File: src/rtl/multi_cycle_control.sv
// multi_cycle_control: multi-cycle RV64 main control FSM (fetch/decode/execute/memory/writeback) with memory timeout and illegal-opcode trap; define INSTR_COUNT_EN to add the 64-bit retired_count output
module multi_cycle_control #(
   parameter int MEM_TIMEOUT = 16
) (
   input  logic        clk,
   input  logic        rst,
   input  logic [6:0]  opcode,
   input  logic        zero,
   input  logic        mem_ready,
   output logic [1:0]  ctrl_ALU_op,
   output logic        ctrl_alu_src_a,
   output logic [1:0]  ctrl_alu_src_b,
   output logic        ctrl_mem_read,
   output logic        ctrl_mem_write,
   output logic        ctrl_ir_write,
   output logic        ctrl_pc_write,
   output logic        ctrl_reg_write,
   output logic        ctrl_mem_to_reg,
   output logic [1:0]  trap_cause,
`ifdef INSTR_COUNT_EN
   output logic [63:0] retired_count,
`endif
   output logic [3:0]  state
);
   localparam int CW = (MEM_TIMEOUT > 2) ? $clog2(MEM_TIMEOUT) : 1;
   localparam logic [6:0] OP_R  = 7'b0110011;
   localparam logic [6:0] OP_LD = 7'b0000011;
   localparam logic [6:0] OP_ST = 7'b0100011;
   localparam logic [6:0] OP_BR = 7'b1100011;

   typedef enum logic [3:0] {
      IDLE     = 4'd0,
      FETCH    = 4'd1,
      DECODE   = 4'd2,
      MEM_ADDR = 4'd3,
      MEM_RD   = 4'd4,
      MEM_WR   = 4'd5,
      WB_LD    = 4'd6,
      EXEC_R   = 4'd7,
      WB_R     = 4'd8,
      BRANCH   = 4'd9,
      TRAP     = 4'd15
   } state_t;

   state_t          state_q, state_d;
   logic [CW-1:0]   wait_cnt_q, wait_cnt_d;
   logic [1:0]      trap_q, trap_d;
   logic            wait_st, timeout, legal;
`ifdef INSTR_COUNT_EN
   logic [63:0]     retired_q;
   logic            retire;
`endif

   assign wait_st = (state_q == FETCH) || (state_q == MEM_RD) || (state_q == MEM_WR);
   assign timeout = wait_cnt_q == CW'(MEM_TIMEOUT - 1);
   assign legal   = (opcode == OP_R) || (opcode == OP_LD) || (opcode == OP_ST) || (opcode == OP_BR);
   assign state      = state_q;
   assign trap_cause = trap_q;
`ifdef INSTR_COUNT_EN
   assign retire = (state_d == FETCH) && ((state_q == WB_LD) || (state_q == WB_R) || (state_q == MEM_WR) || (state_q == BRANCH));
   assign retired_count = retired_q;
`endif

   // state, wait counter, trap cause and retire counter registers
   always_ff @(posedge clk or posedge rst) begin
      if (rst) begin
         state_q    <= IDLE;
         wait_cnt_q <= '0;
         trap_q     <= 2'b00;
`ifdef INSTR_COUNT_EN
         retired_q  <= '0;
`endif
      end else begin
         state_q    <= state_d;
         wait_cnt_q <= wait_cnt_d;
         trap_q     <= trap_d;
`ifdef INSTR_COUNT_EN
         retired_q  <= retire ? retired_q + 64'd1 : retired_q;
`endif
      end
   end

   // next state; mem_ready beats timeout, wait counter clears on any state change
   always_comb begin
      state_d = state_q;
      trap_d  = trap_q;
      case (state_q)
         IDLE:     state_d = FETCH;
         FETCH:    state_d = mem_ready ? DECODE : timeout ? TRAP : FETCH;
         DECODE:   state_d = (opcode == OP_R) ? EXEC_R :
                             ((opcode == OP_LD) || (opcode == OP_ST)) ? MEM_ADDR :
                             (opcode == OP_BR) ? BRANCH : TRAP;
         MEM_ADDR: state_d = (opcode == OP_LD) ? MEM_RD : MEM_WR;
         MEM_RD:   state_d = mem_ready ? WB_LD : timeout ? TRAP : MEM_RD;
         MEM_WR:   state_d = mem_ready ? FETCH : timeout ? TRAP : MEM_WR;
         WB_LD:    state_d = FETCH;
         EXEC_R:   state_d = WB_R;
         WB_R:     state_d = FETCH;
         BRANCH:   state_d = FETCH;
         default:  state_d = state_q;
      endcase
      if (state_q == DECODE && !legal)
         trap_d = 2'b01;
      if (wait_st && !mem_ready && timeout)
         trap_d = 2'b10;
      wait_cnt_d = (wait_st && state_d == state_q) ? wait_cnt_q + 1'b1 : '0;
   end

   // Moore strobes from the state register, plus mem_ready/zero gated PC and IR writes
   always_comb begin
      ctrl_ALU_op     = 2'b00;
      ctrl_alu_src_a  = 1'b0;
      ctrl_alu_src_b  = 2'b00;
      ctrl_mem_read   = 1'b0;
      ctrl_mem_write  = 1'b0;
      ctrl_ir_write   = 1'b0;
      ctrl_pc_write   = 1'b0;
      ctrl_reg_write  = 1'b0;
      ctrl_mem_to_reg = 1'b0;
      case (state_q)
         FETCH: begin
            ctrl_mem_read  = 1'b1;
            ctrl_alu_src_b = 2'b01;
            ctrl_ir_write  = mem_ready;
            ctrl_pc_write  = mem_ready;
         end
         MEM_ADDR, MEM_RD, MEM_WR: begin
            ctrl_alu_src_a = 1'b1;
            ctrl_alu_src_b = 2'b10;
            ctrl_mem_read  = state_q == MEM_RD;
            ctrl_mem_write = state_q == MEM_WR;
         end
         WB_LD: begin
            ctrl_reg_write  = 1'b1;
            ctrl_mem_to_reg = 1'b1;
         end
         EXEC_R, WB_R: begin
            ctrl_alu_src_a = 1'b1;
            ctrl_ALU_op    = 2'b10;
            ctrl_reg_write = state_q == WB_R;
         end
         BRANCH: begin
            ctrl_alu_src_a = 1'b1;
            ctrl_ALU_op    = 2'b01;
            ctrl_pc_write  = zero;
         end
         default: ;
      endcase
   end
endmodule
File: config.mk
export PLATFORM = sky130hd
export DESIGN_NAME = multi_cycle_control
export DESIGN_NICKNAME = d
export VERILOG_FILES = /design/src/rtl/multi_cycle_control.sv
export SDC_FILE = /design/constraint.sdc
export NUM_CORES = 1
export LEC_CHECK = 0
export BUFFER_PORTS_ARGS = -buffer_cell sky130_fd_sc_hd__buf_2
export CAP_MARGIN = 30
export CORE_AREA = 2 2 46 48
export DETAILED_ROUTE_END_ITERATION = 10
export DIE_AREA = 0 0 48 50
export GPL_TIMING_DRIVEN = 0
export HOLD_SLACK_MARGIN = 0.08
export PLACE_DENSITY = 0.73
export SETUP_SLACK_MARGIN = 0.3
export SLEW_MARGIN = 20
export SYNTH_ARGS = -nofsm -noshare
export SYNTH_HDL_FRONTEND = slang
export SYNTH_SLANG_ARGS = --single-unit
export TNS_END_PERCENT = 5
File: constraint.sdc
create_clock -name clk -period 1.85 [get_ports clk]
set_input_delay 0.0925 -clock clk [delete_from_list [all_inputs] [get_ports clk]]
set_output_delay 0.0925 -clock clk [all_outputs]
set_load 0.01 [all_outputs]
==> impl_results.md, run 1 <==
* Vias at between 1000 and 1500
* Residual DRC count at 0
* Place WS at -0.1377 ns
* Die ar. at 2400 sq um
* Status: finished, final reports clean
* DRT Pass-1 Iters at 4
* Static leakage at between 0.6 and 0.7 nW
* Tmin final at between 1.5 and 2 ns
* Setup CP Type: flip-flop to output pin
* WL/cell at between 15 and 20 microns
* Setup slack after layout at roughly 0.15 ns
* Tcrit/Tclk final at slightly above 90%
* Largest family of logic cells by synthesized area: simple AND/OR/NAND/NOR gates
* Ports at 28
* Clk sink count at 10
* Vias in the first global route at around 1000
* Unrepaired setup endpoints after global routing: true
* Initial drt markers at 38
* CTS tree: done
* Async S/R FF share, synth at 100.0%
* Critical Path RT at about 1.8 ns
* Final Hold Fails at 0
* Number of synthesized register bits at 10
* Kind of start point of the critical path: flip-flop
* Post-synthesis xor/xnor area fraction at 2.917%
* Initial antenna violation count at 0
* Cell Area, Placed at 1070 sq um
* I/O Buffers at 27
* Commonest non-fill, non-tap cell in the layout: buf_2
* Total grt overflow at 0
* Number of synthesized flops with an enable pin at 0
* Max Clock Freq at between 500 and 600 MHz
* Worst skew pair latency at about 0.27 ns
* Area added between synthesis and finish at 51.25%
* Via/cell ratio at 5.821
* Largest net degree at the start of global routing at 11
* Crit-path max FO at 10
* Met3 Use GR at 7.326%
* Worst EP arrival at roughly 1.6 ns
* Initial Util at 47.37%
* Simple-gate portion of the synthesized area at about 39%
* First-pass GRT wire length at about 4.5 mm
* ANT cells at 0
* Mapped Cells at 108
* Area share of fa/ha/maj cells after synthesis at 3.611%
* # setup viols final at 0
* GP Congestion at just under 0.8
* Hold slack final at between 0.2 and 0.25 ns
* Final Max Slew Viols at 0
* CTS Buf Count at 3
* Synthesized area at between 900 and 1000 sq um
* Post-DP HPWL at around 1.7 mm
* Setup crit end kind: output pin
* Register area share after synthesis at between 20 and 30%
* Die W at 48 microns
* Final Cell Area at 1363 sq um
* Peak supply drop at around 890 uV
* Final ANT Viol Nets at 0
* CTS max path bufs at 2
* Core ar. at 1902 sq um
* Unique masters post-synth at 48
* Fin nets at 170
* Avg Cell Area, Syn at 8.341 sq um
* Rows at 16
* Rel. slew slack at between 70% and 80%
* Max-cap violation count at 0
* Ys Warns at 0
* H-tree levels at 1
* Root Buffer: clkbuf_4
* Commonest non-fill, non-tap cells in the layout: 27 x buf_2, 16 x buf_4, 9 x dfrtp_1
* Clk_skew at 0.001812 ns
* GR Util met1 at approximately a third
* TNS Setup at 0 ns
* Clock-pin slew on the worst setup and hold paths at roughly 0.07 ns
* Die H at roughly 50 microns
* Post-Syn Nets at 120
* Power Density at 1656 nW/um^2
* Worst Max-Slew Pin Slew at 0.4214 ns
* Met2 layer usage reported by global route at 42.00%
* GR Util All Layers at 26.51%
* WL final at 2.974 mm
* Busiest grt layer: met2
* Compound-cell area share of the yosys netlist at between 10% and 20%
* Fraction of final layout cells sized beyond drive strength 1 at a little over two fifths
* Hold Path Class: input port to flip-flop
* Post-synthesis mux area share at 0%
* Top FF cell, synth: dfrtp_1
[worst max-delay path, cell delays in order, from the launching register on]
cell and delay, ns:
dfrtp_1 0.39, buf_6 0.14, buf_8 0.14, buf_8 0.13, nor4_4 0.29, a21o_1 0.11
buf_2 0.12
[layout make-up]
| cell class | instances | area (sq um) |
|---|---|---|
| repair buffers | 45 | 285.3 |
| inverters | 5 | 21.27 |
| flip-flops and latches | 10 | 251.5 |
| multi-input cells | 85 | 636.9 |
| clock buffers | 4 | 36.28 |
| plain buffers | 8 | 97.59 |
| well taps | 27 | 33.78 |
| fillers | 136 | 539.3 |
[sequential cells by signal, summed over array words and instances, names as in the netlist]
signal,count
state,4
wait_cnt_q,4
trap_cause,2
[cell families (layout without fill, tap and decap cells)]
family          Yosys count  count (layout)
xor+xnor                  3               3
fa+ha+maj                 3               3
buf+inv                  13              62
simple gates             53              53
flops                    10              10
compound gates           26              26
[power by group]
| part | total (W) | internal [W] | leakage [nW] | switching [W] |
|---|---|---|---|---|
| combinational | 0.00172 | 0.000831 | 0.487 | 0.000894 |
| sequential | 0.000330 | 0.000277 | 0.125 | 0.0000532 |
| clock | 0.000202 | 0.000120 | 0.0210 | 0.0000820 |
[per-stage QoR]
step	cells	total power [W]	util, %
final	184	0.002257	71.64
after global routing	184	0.002394	71.64
after CTS	179	0.002039	68.29
after detailed placement	162	0.001473	56.25
after global placement	162	0.001437	56.25
after floorplan	108	0.001147	-
[metal layers]
metal  routed length, microns  part of all wire [%]  vias to the layer above
met1                     1225                    41                      521
met4                       69                   2.3                        0
met5                        0                     0                        -
met3                      157                   5.3                       10
li1                         -                     -                      497
met2                     1522                    51                       43
[path summary, 6_finish.rpt]
check | from | to | slack [ns] | cells after the start
setup / recovery | state[2] | ctrl_pc_write | 0.15 | 6
hold / removal | mem_ready | state[1] | 0.23 | 3
setup reg to reg | state[2] | wait_cnt_q[2] | 0.17 | 5
hold reg to reg | trap_cause[1] | trap_cause[1] | 0.48 | 1
max in group asynchronous | rst | state[0] | 1.19 | 3
min in group asynchronous | rst | wait_cnt_q[2] | 0.36 | 3
[what timing repair did]
action / CTS / global route
pin swaps: 5 / 3
resized for setup: 22 / 5
hold buffers: 1 / 0
endpoints found under the setup margin: 17 / 19
setup buffers: 12 / 5
endpoints found under the hold margin: 10 / 0
[cell usage after synthesis, types with 2 or more instances]
master | number | area (sq um)
nand2_1 | 6 | 22.52
nor2b_1 | 7 | 43.79
nand3b_1 | 2 | 15.01
a21o_1 | 2 | 15.01
nand3_1 | 3 | 15.01
o21ai_0 | 2 | 10.01
nor3_1 | 3 | 15.01
maj3_1 | 2 | 20.02
nor3b_1 | 2 | 15.01
clkbuf_1 | 5 | 18.77
nand2b_1 | 3 | 18.77
dfrtp_1 | 10 | 250.2
xnor2_1 | 3 | 26.28
inv_1 | 4 | 15.01
a21oi_1 | 6 | 30.03
and3_1 | 2 | 12.51
nand4_1 | 3 | 18.77
nor4_4 | 2 | 42.54
o22ai_1 | 2 | 12.51
nor2_1 | 8 | 30.03
o21ai_1 | 4 | 20.02
Note: power is estimated with default switching activity, not from simulation.
==> run 2, diff against run 1 <==
--- a/constraint.sdc
+++ b/constraint.sdc
@@ -3,2 +3,2 @@
 set_output_delay 0.0925 -clock clk [all_outputs]
-set_load 0.01 [all_outputs]
+set_load 0.02 [all_outputs]
==> impl_results.md, run 2 (synthesized netlist as in run 1, its figures left out) <==
* Setup CP Type: flip-flop to output pin (unchanged)
* Final ANT Viol Nets at 0 (unchanged)
* Critical path, cell by cell: clkbuf_8 -> inv_2 -> o22ai_1 -> or3_1 -> buf_6 (was buf_6 -> buf_8 -> buf_8 -> nor4_4 -> a21o_1 -> buf_2)
* Place WS at -0.05971 ns (was -0.1377 ns)
* Vias at 967 (was 1071)
* Via/cell ratio at 5.526 (was 5.821)
* Hold slack final at 0.2022 ns (was 0.2254 ns)
* Cell Area, Placed at 1090 sq um (was 1070 sq um)
* Flop pwr share at 15.4% (was 14.6%)
* Rel. slew slack at 68.28% (was 71.69%)
* Tcrit/Tclk final at 92.62% (was 91.69%)
* CTS tree: done (unchanged)
* GP Congestion at 0.8095 (was 0.7806)
* Hold Path Class: input port to flip-flop (unchanged)
* Rows at 16 (unchanged)
* Root Buffer: clkbuf_4 (unchanged)
* H-tree levels at 1 (unchanged)
* CP delay by family, top: flip-flops (was buffers and inverters)
* Net Switching at 0.001031 W (was 0.001029 W)
* Final Max Slew Viols at 0 (unchanged)
* Static leakage at 0.5908 nW (was 0.6330 nW)
* I/O Buffers at 27 (unchanged)
* Clock Power Share at 9.5% (was 8.9%)
* Slowest cell delay on critical path at 0.46 ns (was 0.39 ns)
* GR Util All Layers at 21.86% (was 26.51%)
* Core ar. at 1902 sq um (unchanged)
* Unrepaired setup endpoints after global routing: true (unchanged)
* Critical Path RT at 1.76 ns (about the same)
* Wire length on met1 at 1.067 mm (was 1.225 mm)
* DP Cell Count at 162 (unchanged)
* Max-cap violation count at 0 (unchanged)
* Commonest non-fill, non-tap cells in the layout: 25 x buf_2, 8 x buf_4, 7 x nor2_1, 7 x nor2b_1, 7 x dfrtp_1 (was 27 x buf_2, 16 x buf_4, 9 x dfrtp_1)
* Setup crit end kind: output pin (unchanged)
* # setup viols final at 0 (unchanged)
* Kind of start point of the critical path: flip-flop (unchanged)
* Sw Share at 47.51% (was 45.59%)
* Initial Util at 47.37% (unchanged)
* Max Clock Freq at 583.6 MHz (was 589.5 MHz)
* Die ar. at 2400 sq um (unchanged)
* Post-Layout Cell Count at 175 (was 184)
* Fin nets at 161 (was 170)
* Uppermost layer routed: met3 (was met4)
* Clock-pin slew on the worst setup and hold paths at 0.07 ns (about the same)
* Die H at 50 microns (unchanged)
* Pint at 0.001140 W (was 0.001228 W)
* Crit-path max FO at 7 (was 10)
* Post-DP HPWL at 1.623 mm (was 1.706 mm)
* Power Density at 1684 nW/um^2 (was 1656 nW/um^2)
* CP Buf/Inv Count at 3 (was 4)
* Peak supply drop at 936.5 uV (was 891.0 uV)
* Clk sink count at 10 (unchanged)
* Area added between synthesis and finish at 43.06% (was 51.25%)
* Tmin final at 1.713 ns (was 1.696 ns)
* WL met2 at 1.235 mm (was 1.522 mm)
* Worst Max-Slew Pin Slew at 0.4758 ns (was 0.4214 ns)
* DR WL met3 at 79 microns (was 157 microns)
* Critical path's slowest cell: dfrtp_2 (was dfrtp_1)
* WL/cell at 13.61 microns (was 16.16 microns)
* Ports at 28 (unchanged)
* Worst skew pair latency at 0.27 ns (about the same)
* Residual DRC count at 0 (unchanged)
* Die W at 48 microns (unchanged)
* First-pass GRT wire length at 3.891 mm (was 4.533 mm)
* Clk_skew at 0.005033 ns (was 0.001812 ns)
* Commonest non-fill, non-tap cell in the layout: buf_2 (unchanged)
* Logic pwr share at 75.1% (was 76.4%)
* DRT Pass-1 Iters at 5 (was 4)
* ANT cells at 0 (unchanged)
* Final Hold Fails at 0 (unchanged)
* Setup slack after layout at 0.1366 ns (was 0.1537 ns)
* Initial antenna violation count at 0 (unchanged)
* Vias in the first global route at 879 (was 996)
* CTS Buf Count at 3 (unchanged)
* Initial drt markers at 14 (was 38)
* Worst EP arrival at 1.62 ns (was 1.60 ns)
* Status: finished, final reports clean (unchanged)
* Total grt overflow at 0 (unchanged)
* Final Cell Area at 1289 sq um (was 1363 sq um)
* Final cell utilization of the core at 67.76% (was 71.64%)
* CTS max path bufs at 2 (unchanged)
* Largest net degree at the start of global routing at 11 (unchanged)
* WL final at 2.382 mm (was 2.974 mm)
* Fraction of final layout cells sized beyond drive strength 1 at 42.57% (was 43.95%)
run 2: power groups by stage:
stage                     combinational, W  clock, W  sequential, W
after detailed placement           0.00129         0       0.000337
after global routing               0.00176  0.000218       0.000342
after CTS                          0.00160  0.000202       0.000333
after floorplan                   0.000923         0       0.000377
after global placement             0.00126         0       0.000334
final                              0.00163  0.000206       0.000335
run 2: timing repair:
action,in CTS,in global routing
hold buffers,1,0
pin swaps,2,0
buffers inserted,8,0
hold endpoints to repair,10,0
endpoints found under the setup margin,17,17
cloned,0,0
resized for setup,22,4
run 2: cell type report:
cell class / count / area, sq um
timing repair buffer: 36 / 217.7
buffer: 8 / 108.9
inverter: 5 / 18.77
fill: 150 / 613.1
sequential: 10 / 254.0
tap: 27 / 33.78
clock buffer: 4 / 36.28
multi-input combinational: 85 / 619.3
run 2: final timing paths:
kind / endpoint / slack, ns / from / cells past startpoint
setup / recovery: ctrl_alu_src_a / 0.14 / state[0] / 5
hold / removal: state[1] / 0.20 / opcode[4] / 3
setup reg to reg: wait_cnt_q[3] / 0.18 / state[2] / 5
hold reg to reg: trap_cause[1] / 0.47 / trap_cause[1] / 1
max in group asynchronous: state[0] / 1.22 / rst / 3
min in group asynchronous: trap_cause[1] / 0.33 / rst / 3
run 2: tightest hold or removal path, stage by stage:
cell and delay (ns):
buf_2 0.13, nor3_1 0.06, o211ai_1 0.15
run 2: metrics by stage:
stage / total power [W] / setup TNS (ns)
final: 0.002171 / 0
after global routing: 0.002323 / 0
after CTS: 0.002131 / 0
after detailed placement: 0.001625 / -0.2292
after global placement: 0.001594 / 0
after floorplan: 0.001300 / 0
run 2: routing by layer:
metal  global-route usage [%]  vias up
met2                    37.78       20
met3                    4.396        0
li1                         -      480
met5                        0        -
met4                    2.252        0
met1                    27.96      467
==> run 3, diff against run 2 <==
Settings changed: CORE_AREA 2 2 46 48 to 2 2 44 46, DIE_AREA 0 0 48 50 to 0 0 46 48, PLACE_DENSITY 0.73 to 0.79, SLEW_MARGIN 20 to 15.
Clock period 1.85 ns to 2.2 ns, I/O delays scaled along.
==> impl_results.md, run 3 (synthesized netlist as in run 1, its figures left out) <==
* Vias in the first global route at 829 (was 879)
* Setup CP Type: flip-flop to output pin (unchanged)
* H-tree levels at 1 (unchanged)
* WL/cell at 15.09 microns (was 13.61 microns)
* Peak supply drop at 701.8 uV (was 936.5 uV)
* CTS tree: done (unchanged)
* Worst skew pair latency at 0.27 ns (about the same)
* Reg2reg start: state[3] (was state[2])
* DRT Pass-1 Iters at 4 (was 5)
* Die ar. at 2208 sq um (was 2400 sq um)
* Residual DRC count at 0 (unchanged)
* Max-cap violation count at 0 (unchanged)
* # setup viols final at 0 (unchanged)
* Kind of start point of the critical path: flip-flop (unchanged)
* Slowest cell delay on critical path at 0.38 ns (was 0.46 ns)
* GP Congestion at 0.7769 (was 0.8095)
* Post-Layout Cell Count at 158 (was 175)
* Commonest non-fill, non-tap cells in the layout: 29 x buf_2, 9 x dfrtp_1, 7 x nor2_1, 7 x nor2b_1 (was 25 x buf_2, 8 x buf_4, 7 x nor2_1, 7 x nor2b_1, 7 x dfrtp_1)
* CTS max path bufs at 2 (unchanged)
* Final Max Slew Viols at 0 (unchanged)
* Post-DP HPWL at 1.736 mm (was 1.623 mm)
* FILL cells at 145 (was 150)
* Commonest non-fill, non-tap cell in the layout: buf_2 (unchanged)
* Setup crit end kind: output pin (unchanged)
* Initial drt markers at 20 (was 14)
* Status: finished, final reports clean (unchanged)
* Final Hold Fails at 0 (unchanged)
* Via/cell ratio at 5.911 (was 5.526)
* Unrepaired setup endpoints after global routing: true (unchanged)
* First-pass GRT wire length at 3.767 mm (was 3.891 mm)
* Ports at 28 (unchanged)
* Rows at 15 (was 16)
* Vias at 934 (was 967)
* Initial antenna violation count at 0 (unchanged)
* Area added between synthesis and finish at 26.39% (was 43.06%)
* GR Util All Layers at 24.06% (was 21.86%)
* CP Buf/Inv Count at 3 (unchanged)
* Final Cell Area at 1139 sq um (was 1289 sq um)
* Worst Max-Slew Pin Slew at 0.4815 ns (was 0.4758 ns)
* Critical path, cell by cell: buf_4 -> clkbuf_1 -> nand3b_1 -> a21oi_1 -> or3_1 -> buf_2 (was clkbuf_8 -> inv_2 -> o22ai_1 -> or3_1 -> buf_6)
* Initial Util at 53.33% (was 47.37%)
* Fraction of final layout cells sized beyond drive strength 1 at 34.75% (was 42.57%)
* Critical path's slowest cell: dfrtp_1 (was dfrtp_2)
* I/O Buffers at 27 (unchanged)
* Power Density at 1379 nW/um^2 (was 1684 nW/um^2)
* TNS Setup at 0 ns (unchanged)
* WL final at 2.384 mm (was 2.382 mm)
* Max Clock Freq at approximately 550 MHz
* Hold Path Class: input port to flip-flop (unchanged)
* Crit-path max FO at 10 (was 7)
* Tcrit/Tclk final at between 80% and 90%
* Rel. slew slack at 67.90% (was 68.28%)
* Largest net degree at the start of global routing at 11 (unchanged)
* Clk sink count at 10 (unchanged)
* Clock-pin slew on the worst setup and hold paths at 0.07 ns (about the same)
* Total grt overflow at 0 (unchanged)
* Core ar. at 1689 sq um (was 1902 sq um)
* Hold wc startpoint: opcode[4] (unchanged)
* Die W at 46 microns (was 48 microns)
* Die H at 48 microns (was 50 microns)
* DP Cell Count at 152 (was 162)
* Critical Path RT at 2.09 ns (was 1.76 ns)
* Static leakage at 0.5280 nW (was 0.5908 nW)
* Worst EP arrival at 1.70 ns (was 1.62 ns)
* Root Buffer: clkbuf_4 (unchanged)
* Critical path launch point: state[1] (was state[0])
* CTS Buf Count at 3 (unchanged)
* CP delay by family, top: buffers and inverters (was flip-flops)
* Final ANT Viol Nets at 0 (unchanged)
* Tmin final at 1.815 ns
* Clk_skew at 0.005484 ns (was 0.005033 ns)
* Cell Area, Placed at 1064 sq um (was 1090 sq um)
* ANT cells at 0 (unchanged)
* Fin nets at 154 (was 161)
-- run 3: cell count changes in the layout (fill, tap and decap cells not counted), sizes merged --
cell,before,now
buf,38,33
clkbuf,9,7
-- run 3: per-layer routing --
metal	up-vias	GRT usage, %	share of wire [%]
li1	462	-	-
met1	434	31.14	41
met2	38	41.39	52
met3	0	6.792	6.4
met4	0	2.286	0
met5	-	0	0
-- run 3: metrics by stage --
step / utilization [%] / total power [W] / hold WS, ns / worst slack [ns]
final: 67.41 / 0.001570 / 0.2260 / 0.3853
after global routing: 67.41 / 0.001700 / 0.2615 / 0.2860
after CTS: 65.70 / 0.001526 / 0.2157 / 0.2021
after global placement: 62.96 / 0.001318 / 0.09588 / 0.3060
after detailed placement: 62.96 / 0.001351 / 0.1024 / 0.2354
after floorplan: - / 0.001071 / -0.04982 / 0.3395
-- run 3: final timing paths --
path | slack [ns] | endpoint | depth (start not counted)
hold / removal | 0.23 | state[1] | 3
setup / recovery | 0.39 | ctrl_alu_src_a | 6
hold reg to reg | 0.50 | trap_cause[1] | 1
max in group asynchronous | 1.51 | state[0] | 3
setup reg to reg | 0.47 | wait_cnt_q[1] | 5
min in group asynchronous | 0.38 | trap_cause[1] | 3
-- run 3: area by class of cell --
cell class	count	area [sq um]	area share [%]
Timing Repair Buffer	29	152.6	13.41
Multi-Input combinational cell	85	606.8	53.30
Inverter	5	18.77	1.648
Tap cell	17	21.27	1.868
Buffer	8	51.30	4.506
Sequential cell	10	251.5	22.09
Clock buffer	4	36.28	3.187
-- run 3: tightest hold or removal path, delay by kind of cell --
kind                   cells  cell delay [ns]
and+or+nand+nor            1             0.06
buffers and inverters      1             0.13
AOI/OAI and AO/OA          1             0.15
-- run 3: repair_timing --
item	CTS	global route
buffers inserted	0	1
hold endpoints to repair	10	0
gates resized for setup	0	15
pin swaps	0	1
endpoints found under the setup margin	9	13
hold buffers	1	0
-- run 3: report_power, final --
part | internal (W) | switching [W]
registers | 0.000233 | 0.0000473
clock network | 0.000101 | 0.0000678
logic | 0.000415 | 0.000706
total | 0.000749 | 0.000821
